### src/rtl/spi_flash_ctrl.sv
// Byte-level SPI master (mode 0, MSB first) for the configuration flash,
// mapped as a two-register device on the registered j1 IO bus.
//
// state | meaning
// ------+------------------------------------------------------------
// IDLE  | no transfer; sck low, mosi holds last bit sent
// LOW   | sck low for CLKDIV cycles; mosi carries the current bit
// HIGH  | sck high for CLKDIV cycles; miso was sampled on entry
module spi_flash_ctrl #(
  parameter int CLKDIV = 2
) (
  input  logic        clk,
  input  logic        resetq,
  input  logic        wr,
  input  logic        rd,
  input  logic        addr,
  input  logic [15:0] wd,
  output logic [15:0] rdata,
  output logic        sck,
  output logic        mosi,
  input  logic        miso,
  output logic        cs_n
);

  typedef enum logic [1:0] {
    ST_IDLE,
    ST_LOW,
    ST_HIGH
  } state_t;

  // Divider reload value; the divider counts down to zero once per phase.
  localparam logic [7:0] DIV_LOAD = 8'(CLKDIV - 1);

  state_t      state;
  state_t      state_nxt;
  logic [7:0]  div_cnt;
  logic [2:0]  bit_cnt;
  logic [7:0]  tx_sh;
  logic [7:0]  rx_sh;
  logic [7:0]  rx;
  logic        rx_valid;
  logic        overrun;
  logic        busy;
  logic        start;
  logic        rise;
  logic        fall;
  logic        done;
  logic        data_wr;
  logic        data_rd;
  logic        ctrl_wr;
  logic        unused_wd;

  assign data_wr   = wr & ~addr;
  assign data_rd   = rd & ~addr;
  assign ctrl_wr   = wr & addr;
  assign busy      = (state != ST_IDLE);
  assign mosi      = tx_sh[7];
  assign unused_wd = &{1'b0, wd[15:8]};

  // Next-state decode and phase-transition strobes for the datapath.
  always_comb begin
    state_nxt = state;
    start     = 1'b0;
    rise      = 1'b0;
    fall      = 1'b0;
    done      = 1'b0;
    unique case (state)
      ST_IDLE: begin
        if (data_wr) begin
          state_nxt = ST_LOW;
          start     = 1'b1;
        end
      end
      ST_LOW: begin
        if (div_cnt == 8'd0) begin
          state_nxt = ST_HIGH;
          rise      = 1'b1;
        end
      end
      ST_HIGH: begin
        if (div_cnt == 8'd0) begin
          if (bit_cnt == 3'd0) begin
            state_nxt = ST_IDLE;
            done      = 1'b1;
          end else begin
            state_nxt = ST_LOW;
            fall      = 1'b1;
          end
        end
      end
      default: state_nxt = ST_IDLE;
    endcase
  end

  // FSM state register.
  always_ff @(posedge clk or negedge resetq) begin
    if (!resetq) state <= ST_IDLE;
    else         state <= state_nxt;
  end

  // Shift registers, phase divider, bit counter and sck.
  always_ff @(posedge clk or negedge resetq) begin
    if (!resetq) begin
      div_cnt <= 8'd0;
      bit_cnt <= 3'd0;
      tx_sh   <= 8'h00;
      rx_sh   <= 8'h00;
      rx      <= 8'h00;
      sck     <= 1'b0;
    end else if (start) begin
      div_cnt <= DIV_LOAD;
      bit_cnt <= 3'd7;
      tx_sh   <= wd[7:0];
    end else if (rise) begin
      div_cnt <= DIV_LOAD;
      sck     <= 1'b1;
      rx_sh   <= {rx_sh[6:0], miso};
    end else if (fall) begin
      div_cnt <= DIV_LOAD;
      sck     <= 1'b0;
      tx_sh   <= {tx_sh[6:0], 1'b0};
      bit_cnt <= bit_cnt - 3'd1;
    end else if (done) begin
      sck     <= 1'b0;
      rx      <= rx_sh;
    end else if (busy) begin
      div_cnt <= div_cnt - 8'd1;
    end
  end

  // Status flags: completion set wins over a coincident DATA read clear.
  always_ff @(posedge clk or negedge resetq) begin
    if (!resetq) begin
      rx_valid <= 1'b0;
      overrun  <= 1'b0;
    end else begin
      if (done)         rx_valid <= 1'b1;
      else if (data_rd) rx_valid <= 1'b0;
      if (data_wr && busy)        overrun <= 1'b1;
      else if (ctrl_wr && wd[1])  overrun <= 1'b0;
    end
  end

  // Chip select only changes between transfers so a byte is never cut short.
  always_ff @(posedge clk or negedge resetq) begin
    if (!resetq)               cs_n <= 1'b1;
    else if (ctrl_wr && !busy) cs_n <= ~wd[0];
  end

  // Register read mux.
  always_comb begin
    rdata = 16'h0000;
    if (addr) rdata = {12'h000, overrun, rx_valid, ~cs_n, busy};
    else      rdata = {8'h00, rx};
  end

endmodule

### config.mk
export PLATFORM = sky130hd
export DESIGN_NAME = spi_flash_ctrl
export DESIGN_NICKNAME = d
export VERILOG_FILES = /design/src/rtl/spi_flash_ctrl.sv
export SDC_FILE = /design/constraint.sdc
export NUM_CORES = 1
export LEC_CHECK = 0
export BUFFER_PORTS_ARGS = -buffer_cell sky130_fd_sc_hd__buf_4
export CAP_MARGIN = 20
export CORE_UTILIZATION = 25
export CTS_CLUSTER_DIAMETER = 200
export DETAILED_ROUTE_END_ITERATION = 8
export GPL_ROUTABILITY_DRIVEN = 0
export PLACE_DENSITY = 0.51
export SYNTH_ARGS = -nofsm -noshare
export SYNTH_HDL_FRONTEND = slang
export SYNTH_SLANG_ARGS = --single-unit
### constraint.sdc
create_clock -name clk -period 2.1 [get_ports clk]
set_input_delay 0.63 -clock clk [delete_from_list [all_inputs] [get_ports clk]]
set_output_delay 0.63 -clock clk [all_outputs]
set_load 0.1 [all_outputs]
**Word level (Yosys, flattened, before mapping)**

Cells that the tools add are included.

- $add $sub $neg: 2
- Equality and inequality tests: 7
- Muxes and demuxes: 34
- Bitwise gates (word level): 9
- Reductions and logical operators: 19

Operators with widths:

| kind | number |
|---|---|
| $mux 8 | 9 |
| $mux 1 | 18 |
| $mux 3 | 3 |
| $logic_not 8->1 | 1 |
| $ne 2x2->1 const B | 4 |
| $reduce_and 2->1 | 4 |
| $reduce_bool 2->1 | 4 |
| $sub 8x1->8 const B | 1 |
| $mux 2 | 3 |
| $not 1->1 | 6 |
| $pmux 2 s3 | 1 |
| $ne 4x4->1 const B | 1 |
| $reduce_and 4->1 | 1 |
| $reduce_bool 4->1 | 1 |
| $and 1x1->1 | 3 |
| $logic_and 1x1->1 | 3 |
| $logic_not 3->1 | 1 |
| $reduce_and 3->1 | 1 |
| $reduce_bool 3->1 | 1 |
| $sub 3x1->3 const B | 1 |
| $eq 2x1->1 const B | 1 |
| $eq 2x2->1 const B | 1 |
| $logic_not 2->1 | 1 |
| $logic_not 1->1 | 1 |

- Flip-flop bits (word level): 41
- Bits of input ports: 22
- Output and inout port bits: 19
- Logic and storage cells: 81

**Longest topological paths before layout**

Gate-level depths: netlist of the first run.

- Depth in word-level cells: 8
- Mapped depth: 8
- Gate-level depth less buffers: 6

**Worst setup path before layout of the first run**

Ideal clock, no wire load.

- Path type: input-to-output
- Start: input port addr
- End: output port rdata[1]
- Arrival: 2.526 ns
- Required time: 1.470 ns
- Setup slack: -1.056 ns
- Stages: 2
- Path buffers: 1
- Cell sequence: clkbuf_1 > mux2i_1

- Longest elaborated chain between the ends: 1

RTL lines:

| what | RTL line | source |
|---|---|---|
| from (decl) | 16 | `input logic addr,` |
| $mux 8 | 153 | `if (addr) rdata = {12'h000, overrun, rx_valid, ~cs_n, busy};` |
| to (decl) | 18 | `output logic [15:0] rdata,` |

No other way between the ends.

**Worst setup path in the final report of the first run**

- Start: register div_cnt[5]
- End: register tx_sh[7]

- Longest elaborated chain between the ends: 5
- Elaborated cells on any way between the ends: 8
- Those cells by class: 1 x eq/ne; 4 x mux; 3 x reduce/logical

RTL lines:

| what | RTL line | source |
|---|---|---|
| from (decl) | 36 | `logic [7:0] div_cnt;` |
| from (signal assigned) | 127 | `div_cnt <= div_cnt - 8'd1;` |
| $logic_not 8->1 * | 75, 81 |  |
| $mux 1, on equally long branches | 75, 81 |  |
| $mux 1 | 67 | `unique case (state)` |
| $ne 2x2->1 (no line) or $reduce_bool 2->1 (tied branches) | - |  |
| $reduce_and 2->1 (no line) * | - |  |
| to (signal assigned) | 113 | `tx_sh <= wd[7:0];` |
| to (signal assigned) | 121 | `tx_sh <= {tx_sh[6:0], 1'b0};` |
| to (decl) | 38 | `logic [7:0] tx_sh;` |

Mark *: on every way between the ends. The rest lies on a longest branch, timed or not.
A chain may end at the register's enable or synchronous reset.

==> impl_metrics.json, run 1 <==
{
  "critPathTopFamily": "simple AND/OR/NAND/NOR gates",
  "rr_endpoint": "tx_sh[7]",
  "worstPathCellList": "or4_4, buf_8, buf_4, nor2_4, a31o_4, mux2_2",
  "report.final.setup_viol": 0,
  "worst_pin_slew_ns": 0.523,
  "critical_path.startpoint_type": "flip-flop",
  "grt_antenna_before_repair": 0,
  "layout.cells.most_common": "sky130_fd_sc_hd__buf_4",
  "grt_max_degree": 42,
  "routed_wl_um": 4410,
  "h-tree-depth": 2,
  "num_rows": 33,
  "synth_edf_count": 0,
  "number_of_port_buffers": 24,
  "timing.final.max_slew_violations": 0,
  "multiInputGateArea_um2": 1090,
  "io_pins": 41,
  "synth-main-ff-cell": "sky130_fd_sc_hd__dfrtp_1",
  "worst_hold_path_type": "input pin to asynchronous set/reset pin",
  "synth-warning-count": 0,
  "critical_path.endpoint_type": "flip-flop",
  "length_of_routed_met2_wiring_um": 2010,
  "final-seq-area_um2": 1030,
  "met3RoutedLength_um": 130,
  "timing.critical_path.arrival_ns": 2.22,
  "yosysTopAreaCellShare_pct": 46.4,
  "r2r_slack_ns": 0.06,
  "finish.instance_area_um2": 2840,
  "status": "finished, final reports clean",
  "clk_pin_slew_worst_paths_ns": 0.08,
  "dieArea_um2": 9000,
  "wl_met1_um": 2210,
  "post-dp-hpwl_um": 3020,
  "tritoncts": "built",
  "detail_route.drc_violations": 0,
  "post-place-cells": 334,
  "crit_required_ns": 2.28,
  "worst-path-buf-inv": 2,
  "standby_leakage_power_uw": 0.00132,
  "placed_cell_area_um2": 2590,
  "finalNonFillerCells": 351,
  "cts-hold-fix-buffers": 0,
  "die_y_um": 94.9,
  "cell_taking_the_most_area_after_synthesis": "sky130_fd_sc_hd__dfrtp_1",
  "finClkSkew_ns": 0.00620,
  "critical-path-max-stage-delay_ns": 0.55,
  "total_number_of_clock_tree_sinks": 41,
  "power.density_cell_area_nw_per_um2": 1260,
  "core_um2": 8300,
  "timing.slew.headroom_pct": 65.2,
  "die_boundary_width_um": 94.9,
  "grt_first_pass_wirelength_um": 7270,
  "reg2reg_from": "div_cnt[5]",
  "layout.filler_cells": 847,
  "critPathSlowestCell": "sky130_fd_sc_hd__or4_4",
  "timing.final.hold_violations": 0,
  "tritoncts_buffer_count": 5,
  "grt_pass1_vias": 1494,
  "layout_worst_path_cycle_share_pct": 97.2,
  "num_antenna_cells": 0,
  "yosysSeqAreaShare_pct": 47.6,
  "synthesis.instances": 192,
  "groute.usage.overall_pct": 10.3,
  "topRoutingLayerUsed": "met4",
  "cap_violations": 0,
  "routed_via_density": 4.49,
  "fmaxAchievable_mhz": 490,
  "detailedRoute.firstIterationViolations": 33,
  "mappedNetlistArea_um2": 2160,
  "drt.antenna.violating_nets": 0,
  "area_growth_syn_to_layout_pct": 31.5,
  "final_period_minus_worst_setup_slack_ns": 2.04,
  "initial_core_util_pct": 26.0,
  "layout_common_cells": "sky130_fd_sc_hd__buf_4, sky130_fd_sc_hd__dfrtp_1, sky130_fd_sc_hd__mux2_2",
  "timing.critical_path.fanout_max": 10,
  "rr_worst_depth": 6,
  "cts_buffer_depth": 2,
  "insertion_delay_ns": 0.30,
  "criticalPathCategory": "flip-flop to flip-flop",
  "postSynthAreaPerCell_um2": 11.2,
  "ys_async_rst_share_pct": 100,
  "worst_case_vdd_ir_drop_mv": 0.650,
  "clock-root-buffer": "sky130_fd_sc_hd__clkbuf_8",
  "synth.top_cells.by_area": "sky130_fd_sc_hd__dfrtp_1, sky130_fd_sc_hd__mux2_2, sky130_fd_sc_hd__buf_4",
  "final_net_count": 271,
  "synth.distinct_cells": 48,
  "final_layout_size_suffix_gt1_share_pct": 45.9,
  "via_count": 1575,
  "drt_pass1_iterations": 4,
  "overflow": 0,
  "setup_total_negative_slack_ns": 0,
  "detail_route.wl_per_cell_um": 12.6,
  "ff_latch_count_synth": 41
}
## repair_timing
| item | 4_1_cts | 5_1_grt |
|---|---|---|
| setup buffers | 1 | 7 |
| pin swaps | 1 | 1 |
| gates resized for setup | 4 | 14 |
| gates cloned | 0 | 1 |
| endpoints found under the setup margin | 15 | 11 |
## where the power goes
part | internal [uW] | switching (uW) | leakage [uW]
Clock | 357 | 290 | 0.0000554
Sequential | 1020 | 163 | 0.000514
Combinational | 774 | 961 | 0.000749
## per-layer routing
metal	track usage [%]	up-vias
li1	-	781
met1	13.9	760
met2	16.5	29
met3	2.17	5
met4	3.41	0
met5	0	-
## per-stage QoR
| stage | setup WS, ns | hold WS [ns] | utilization, % | total power [uW] |
|---|---|---|---|---|
| 2_1_floorplan | -0.170 | 0.334 | - | 2320 |
| 3_3_place_gp | -0.0397 | 0.484 | 31.2 | 2760 |
| 3_5_place_dp | -0.0413 | 0.492 | 31.2 | 2770 |
| 4_1_cts | 0.0479 | 0.328 | 32.8 | 3460 |
| 5_1_grt | -0.00197 | 0.348 | 34.2 | 3800 |
| 6_report | 0.0594 | 0.304 | 34.2 | 3560 |
## cells in the mapped netlist, types with 4 or more instances
master / n
sky130_fd_sc_hd__clkbuf_1: 5
sky130_fd_sc_hd__nor2b_1: 6
sky130_fd_sc_hd__nand3_1: 4
sky130_fd_sc_hd__dfrtp_1: 40
sky130_fd_sc_hd__nor2_1: 5
sky130_fd_sc_hd__ha_1: 4
sky130_fd_sc_hd__o21ai_0: 10
sky130_fd_sc_hd__nand2_1: 10
sky130_fd_sc_hd__buf_4: 10
sky130_fd_sc_hd__mux2_2: 30
sky130_fd_sc_hd__inv_1: 10
sky130_fd_sc_hd__a21oi_1: 4
## sequential cells by signal, summed over array words and instances (netlist names)
register	flops
div_cnt	8
rx	8
rx_sh	8
tx_sh	8
bit_cnt	3
state	2
cs_n	1
overrun	1
rx_valid	1
sck	1
## cell families (layout without fill, tap and decap cells)
family	Yosys count	in the layout	synth area share [%]
and+or+nand+nor	49	49	13.5
muxes	31	31	16.1
buffers and inverters	27	74	6.84
other	1	8	0.174
adders and majority gates	4	4	2.32
AOI/OAI and AO/OA	39	39	13.5
DFF	41	41	47.6
## worst max path at each step
stage                    start         end  slack, ns  cells past startpoint
floorplan                 addr    rdata[4]      -0.17                      2
global placement    div_cnt[0]    tx_sh[2]      -0.04                      6
detailed placement  div_cnt[0]    tx_sh[1]      -0.04                      6
CTS                 div_cnt[0]  div_cnt[2]       0.05                      7
global route        div_cnt[5]    tx_sh[7]     -0.002                      6
finish              div_cnt[5]    tx_sh[7]       0.06                      6
## area by class of cell
| class | count | area share (%) |
|---|---|---|
| clock buffer | 6 | 2.56 |
| clock inverter | 2 | 1.37 |
| inverter | 10 | 1.32 |
| multi-input combinational | 131 | 38.6 |
| sequential | 41 | 36.3 |
| tap | 105 | 4.63 |
| timing repair buffer | 56 | 15.3 |
Power figures use the tool's default switching activity.
==> inputs of run 2 (changes only) <==
--- a/config.mk
+++ b/config.mk
@@ -7,11 +7,15 @@
 export LEC_CHECK = 0
 export BUFFER_PORTS_ARGS = -buffer_cell sky130_fd_sc_hd__buf_4
 export CAP_MARGIN = 20
+export CELL_PAD_IN_SITES_DETAIL_PLACEMENT = 1
+export CELL_PAD_IN_SITES_GLOBAL_PLACEMENT = 1
 export CORE_UTILIZATION = 25
 export CTS_CLUSTER_DIAMETER = 200
 export DETAILED_ROUTE_END_ITERATION = 8
 export GPL_ROUTABILITY_DRIVEN = 0
-export PLACE_DENSITY = 0.51
+export PLACE_DENSITY = 0.59
+export REMOVE_ABC_BUFFERS = 1
+export SLEW_MARGIN = 5
 export SYNTH_ARGS = -nofsm -noshare
 export SYNTH_HDL_FRONTEND = slang
 export SYNTH_SLANG_ARGS = --single-unit
==> run 2 against run 1 <==
Effect of this change:
- clock-buffer cell count unchanged
- power down 4.1%
- routed wire length increased by 2.7%
- non-clock buffer count decreased by 8
- final cell count fell by 2.3%
- setup slack gained 0.018 ns
- sequential power barely moved
- largest cell class is now sequential cells
==> impl_metrics.json, run 2 (synthesis results as in run 1) <==
{
  "status": "finished, final reports clean",
  "final_net_count": 263,
  "number_of_port_buffers": 24,
  "multiInputGateArea_um2": 1010,
  "power.density_cell_area_nw_per_um2": 1270,
  "crit_required_ns": 1.47,
  "rsz0062_at_grt": "no",
  "drt.antenna.violating_nets": 0,
  "die_boundary_width_um": 94.9,
  "grt_max_degree": 42,
  "placed_cell_area_um2": 2560,
  "dieArea_um2": 9000,
  "clock-root-buffer": "sky130_fd_sc_hd__clkbuf_8",
  "post-dp-hpwl_um": 3340,
  "post-place-cells": 335,
  "layout.cells.most_common": "sky130_fd_sc_hd__buf_4",
  "timing.slew.headroom_pct": 63.5,
  "fmaxAchievable_mhz": 494,
  "cap_violations": 0,
  "layout_common_cells": "sky130_fd_sc_hd__buf_4, sky130_fd_sc_hd__dfrtp_1, sky130_fd_sc_hd__mux2_2",
  "grt_pass1_vias": 1637,
  "grt_antenna_before_repair": 0,
  "critical_path.startpoint_type": "input pin",
  "via_count": 1585,
  "initial_core_util_pct": 26.0,
  "worst_hold_path_type": "input pin to asynchronous set/reset pin",
  "cts-hold-fix-buffers": 0,
  "layout_worst_path_cycle_share_pct": 96.3,
  "num_rows": 33,
  "overflow": 0,
  "final_layout_size_suffix_gt1_share_pct": 41.2,
  "h-tree-depth": 2,
  "worst_case_vdd_ir_drop_mv": 0.709,
  "standby_leakage_power_uw": 0.00124,
  "worst_pin_slew_ns": 0.543,
  "timing.critical_path.fanout_max": 12,
  "final-seq-area_um2": 1030,
  "insertion_delay_ns": 0.30,
  "hold_slack_ns": 0.310,
  "grt_first_pass_wirelength_um": 7970,
  "timing.final.max_slew_violations": 0,
  "groute.usage.overall_pct": 11.6,
  "tritoncts_buffer_count": 5,
  "detail_route.wl_per_cell_um": 13.2,
  "total_number_of_clock_tree_sinks": 41,
  "area_growth_syn_to_layout_pct": 24.5,
  "timing.critical_path.arrival_ns": 1.39,
  "finish.instance_area_um2": 2690,
  "routed_wl_um": 4530,
  "cts_buffer_depth": 2,
  "finalNonFillerCells": 343,
  "final_period_minus_worst_setup_slack_ns": 2.02,
  "criticalPathCategory": "input pin to output pin",
  "clk_pin_slew_worst_paths_ns": 0.08,
  "timing.final.hold_violations": 0,
  "finClkSkew_ns": 0.00629,
  "tritoncts": "built",
  "detail_route.drc_violations": 0,
  "routed_via_density": 4.62,
  "layout.filler_cells": 953,
  "layout.core_utilization_pct": 32.4,
  "drt_pass1_iterations": 4,
  "report.final.setup_viol": 0,
  "core_um2": 8300,
  "die_y_um": 94.9,
  "num_antenna_cells": 0,
  "critical_path.endpoint_type": "output pin",
  "io_pins": 41,
  "detailedRoute.firstIterationViolations": 19
}
[run 2: cell types whose count changed in the layout (fill, tap and decap cells not counted), moves of 2 or more]
cell                      delta
sky130_fd_sc_hd__buf_4       -6
sky130_fd_sc_hd__mux2_2      +6
sky130_fd_sc_hd__mux2_4      -6
sky130_fd_sc_hd__nor2b_1     +4
sky130_fd_sc_hd__nor2b_2     -4
sky130_fd_sc_hd__buf_8       -2
[run 2: worst paths after layout]
kind | startpoint | endpoint | slack [ns] | depth (start not counted)
setup reg to reg | div_cnt[5] | div_cnt[4] | 0.09 | 5
hold / removal | resetq | div_cnt[6] | 0.31 | 1
max in group asynchronous | resetq | state[0] | 1.38 | 1
hold reg to reg | rx[6] | rx[6] | 0.50 | 1
setup / recovery | addr | rdata[2] | 0.08 | 3
min in group clk | rx[6] | rx[6] | 0.50 | 1
[run 2: routing by layer]
metal  global-route usage, %  vias to the layer above  part of all wire, %
met2                    19.1                       21                   49
met4                    3.41                        0                  1.1
li1                        -                      769                    -
met5                       0                        -                    0
met1                    15.0                      788                   47
met3                    2.66                        7                  2.9
[run 2: repair_timing]
item                                    4_1_cts  5_1_grt
pin swaps                                     1        1
resized for setup                             3        1
setup buffers                                 0        0
endpoints found under the setup margin       12        5
[run 2: critical path, stage by stage]
cell	delay, ns
sky130_fd_sc_hd__buf_4	0.17
sky130_fd_sc_hd__mux2_2	0.36
sky130_fd_sc_hd__buf_4	0.23
[run 2: area by class of cell]
cell class	count	area share [%]
Clock inverter	2	1.44
Clock buffer	6	2.70
Timing Repair Buffer	48	13.6
Tap cell	105	4.89
Sequential cell	41	38.4
Multi-Input combinational cell	131	37.7
Inverter	10	1.40
[run 2: per-stage QoR]
| stage | power (uW) | setup WS (ns) | setup TNS [ns] |
|---|---|---|---|
| 6_report | 3420 | 0.0770 | 0 |
| 5_1_grt | 3670 | 0.0157 | 0 |
| 4_1_cts | 3480 | 0.0558 | 0 |
| 3_5_place_dp | 2790 | -0.0131 | -0.0889 |
| 3_3_place_gp | 2760 | 0.0162 | 0 |
| 2_1_floorplan | 2240 | -0.741 | -5.63 |
[run 2: power by group]
part	switching (uW)	leakage, uW	internal (uW)	total [uW]
Clock	291	0.0000554	357	648
Combinational	936	0.000676	670	1610
Sequential	147	0.000514	1020	1170
==> inputs of run 3 (changes only) <==
--- a/config.mk
+++ b/config.mk
@@ -9,6 +9,8 @@
 export CAP_MARGIN = 20
 export CELL_PAD_IN_SITES_DETAIL_PLACEMENT = 1
 export CELL_PAD_IN_SITES_GLOBAL_PLACEMENT = 1
+export CORE_ASPECT_RATIO = 1.1
+export CORE_MARGIN = 1.5
 export CORE_UTILIZATION = 25
 export CTS_CLUSTER_DIAMETER = 200
 export DETAILED_ROUTE_END_ITERATION = 8
==> run 3 against run 2 <==
Effect of this change:
- utilization grew 0.26 points
- critical path depth unchanged
- register-to-register slack about the same
- critical path type unchanged
- clock power increased by 2%
- combinational power is 4% higher
- highest routed layer unchanged
- setup slack worse by 0.0089 ns
- final cell count up 3.2%
- power rose by 2.2%
- largest power group unchanged
==> impl_metrics.json, run 3 (synthesis results as in run 1) <==
{
  "die_boundary_width_um": 91.6,
  "layout_common_cells": "sky130_fd_sc_hd__buf_4, sky130_fd_sc_hd__dfrtp_1, sky130_fd_sc_hd__mux2_2",
  "worst_pin_slew_ns": 0.527,
  "cap_violations": 0,
  "grt_max_degree": 42,
  "grt_first_pass_wirelength_um": 8180,
  "number_of_port_buffers": 24,
  "critical_path.startpoint_type": "input pin",
  "post-dp-hpwl_um": 3450,
  "critPathLaunch": "addr",
  "cts-hold-fix-buffers": 0,
  "reg2reg_from": "div_cnt[5]",
  "initial_core_util_pct": 25.8,
  "num_rows": 35,
  "setup_slack_ns": 0.0681,
  "final_layout_size_suffix_gt1_share_pct": 42.0,
  "pwr-share-clk_pct": 19.0,
  "critical_path.endpoint_type": "output pin",
  "r2r_slack_ns": 0.09,
  "detailedRoute.firstIterationViolations": 34,
  "finish.instance_area_um2": 2730,
  "placed_cell_area_um2": 2600,
  "finClkSkew_ns": 0.00446,
  "grt_antenna_before_repair": 0,
  "via_count": 1601,
  "num_antenna_cells": 0,
  "cellInternalPower_uw": 2080,
  "dieArea_um2": 9190,
  "clk_pin_slew_worst_paths_ns": 0.09,
  "routed_wl_um": 4680,
  "core_um2": 8360,
  "standby_leakage_power_uw": 0.00127,
  "groute.usage.overall_pct": 11.3,
  "net-switching-power_uw": 1410,
  "rr_endpoint": "rx[4]",
  "tritoncts_buffer_count": 5,
  "worstSetupEndpoint": "rdata[2]",
  "detail_route.drc_violations": 0,
  "rsz0062_at_grt": "no",
  "status": "finished, final reports clean",
  "drt_pass1_iterations": 4,
  "io_pins": 41,
  "area_growth_syn_to_layout_pct": 26.5,
  "routed_via_density": 4.52,
  "tritoncts": "built",
  "timing.slew.headroom_pct": 64.9,
  "timing.final.max_slew_violations": 0,
  "grt_pass1_vias": 1694,
  "dp_slack_ns": -0.0288,
  "criticalPathCategory": "input pin to output pin",
  "power.switching_fraction_pct": 40.4,
  "timing.critical_path.fanout_max": 12,
  "h-tree-depth": 2,
  "worst_case_vdd_ir_drop_mv": 0.678,
  "sequentialPowerShare_pct": 32.9,
  "cts_buffer_depth": 2,
  "finalNonFillerCells": 354,
  "final_net_count": 268,
  "detail_route.wl_per_cell_um": 13.2,
  "layout_worst_path_cycle_share_pct": 96.8,
  "die_y_um": 100,
  "total_number_of_clock_tree_sinks": 41,
  "post-place-cells": 345,
  "drt.antenna.violating_nets": 0,
  "crit_required_ns": 1.47,
  "power.density_cell_area_nw_per_um2": 1280,
  "rr_worst_depth": 5,
  "combinationalPowerShare_pct": 48.2,
  "fmaxAchievable_mhz": 492,
  "clock-root-buffer": "sky130_fd_sc_hd__clkbuf_8",
  "report.final.setup_viol": 0,
  "final_period_minus_worst_setup_slack_ns": 2.03,
  "timing.final.hold_violations": 0,
  "worst_hold_path_type": "input pin to asynchronous set/reset pin",
  "layout.cells.most_common": "sky130_fd_sc_hd__buf_4",
  "timing.critical_path.arrival_ns": 1.40,
  "overflow": 0,
  "insertion_delay_ns": 0.30
}
[run 3: what timing repair did]
item,CTS,global route
hold endpoints to repair,0,0
buffers inserted,0,1
gates resized for setup,1,0
endpoints found under the setup margin,8,1
pin swaps,1,1
[run 3: how the worst min path moves through the flow]
| stage | from | endpoint | slack, ns | cells after the start |
|---|---|---|---|---|
| 2_1_floorplan | resetq | bit_cnt[0] | 0.33 | 0 |
| 4_1_cts | resetq | div_cnt[4] | 0.33 | 1 |
| 3_5_place_dp | rx[6] | rx[6] | 0.49 | 1 |
| 5_1_grt | resetq | rx_sh[7] | 0.34 | 1 |
| 6_report | resetq | div_cnt[4] | 0.30 | 1 |
| 3_3_place_gp | rx[4] | rx[4] | 0.48 | 1 |
[run 3: cell type report]
class | instances | area, um^2
timing repair buffer | 53 | 398
fill | 946 | 5640
inverter | 10 | 37.5
sequential | 41 | 1030
multi-input combinational | 131 | 1010
clock buffer | 5 | 68.8
clock inverter | 3 | 46.3
tap | 111 | 139
[run 3: layer usage]
layer	part of all wire [%]	wire length, um	vias up	global-route usage, %
met4	1.5	72	0	4.69
li1	-	-	779	-
met1	48	2220	790	14.0
met2	47	2220	26	18.9
met3	3.5	163	6	2.73
met5	0	0	-	0
[run 3: through the flow]
step	utilization, %	hold slack, ns	total power, uW	setup TNS (ns)
after floorplan	-	0.334	2240	-5.63
after global placement	31.1	0.485	2800	0
after detailed placement	31.1	0.493	2840	-0.0958
after CTS	32.5	0.326	3520	0
after global routing	32.6	0.341	3730	0
final	32.6	0.300	3490	0
[run 3: power by group through the flow]
stage	combinational [uW]	sequential [uW]	clock [uW]
after floorplan	859	1390	0
after global placement	1640	1160	0
after detailed placement	1670	1170	0
after CTS	1680	1160	678
after global routing	1830	1180	716
final	1680	1150	663
[run 3: worst max-delay path, stage by stage]
cell and delay, ns:
sky130_fd_sc_hd__buf_4 0.18, sky130_fd_sc_hd__mux2_2 0.36, sky130_fd_sc_hd__buf_4 0.23
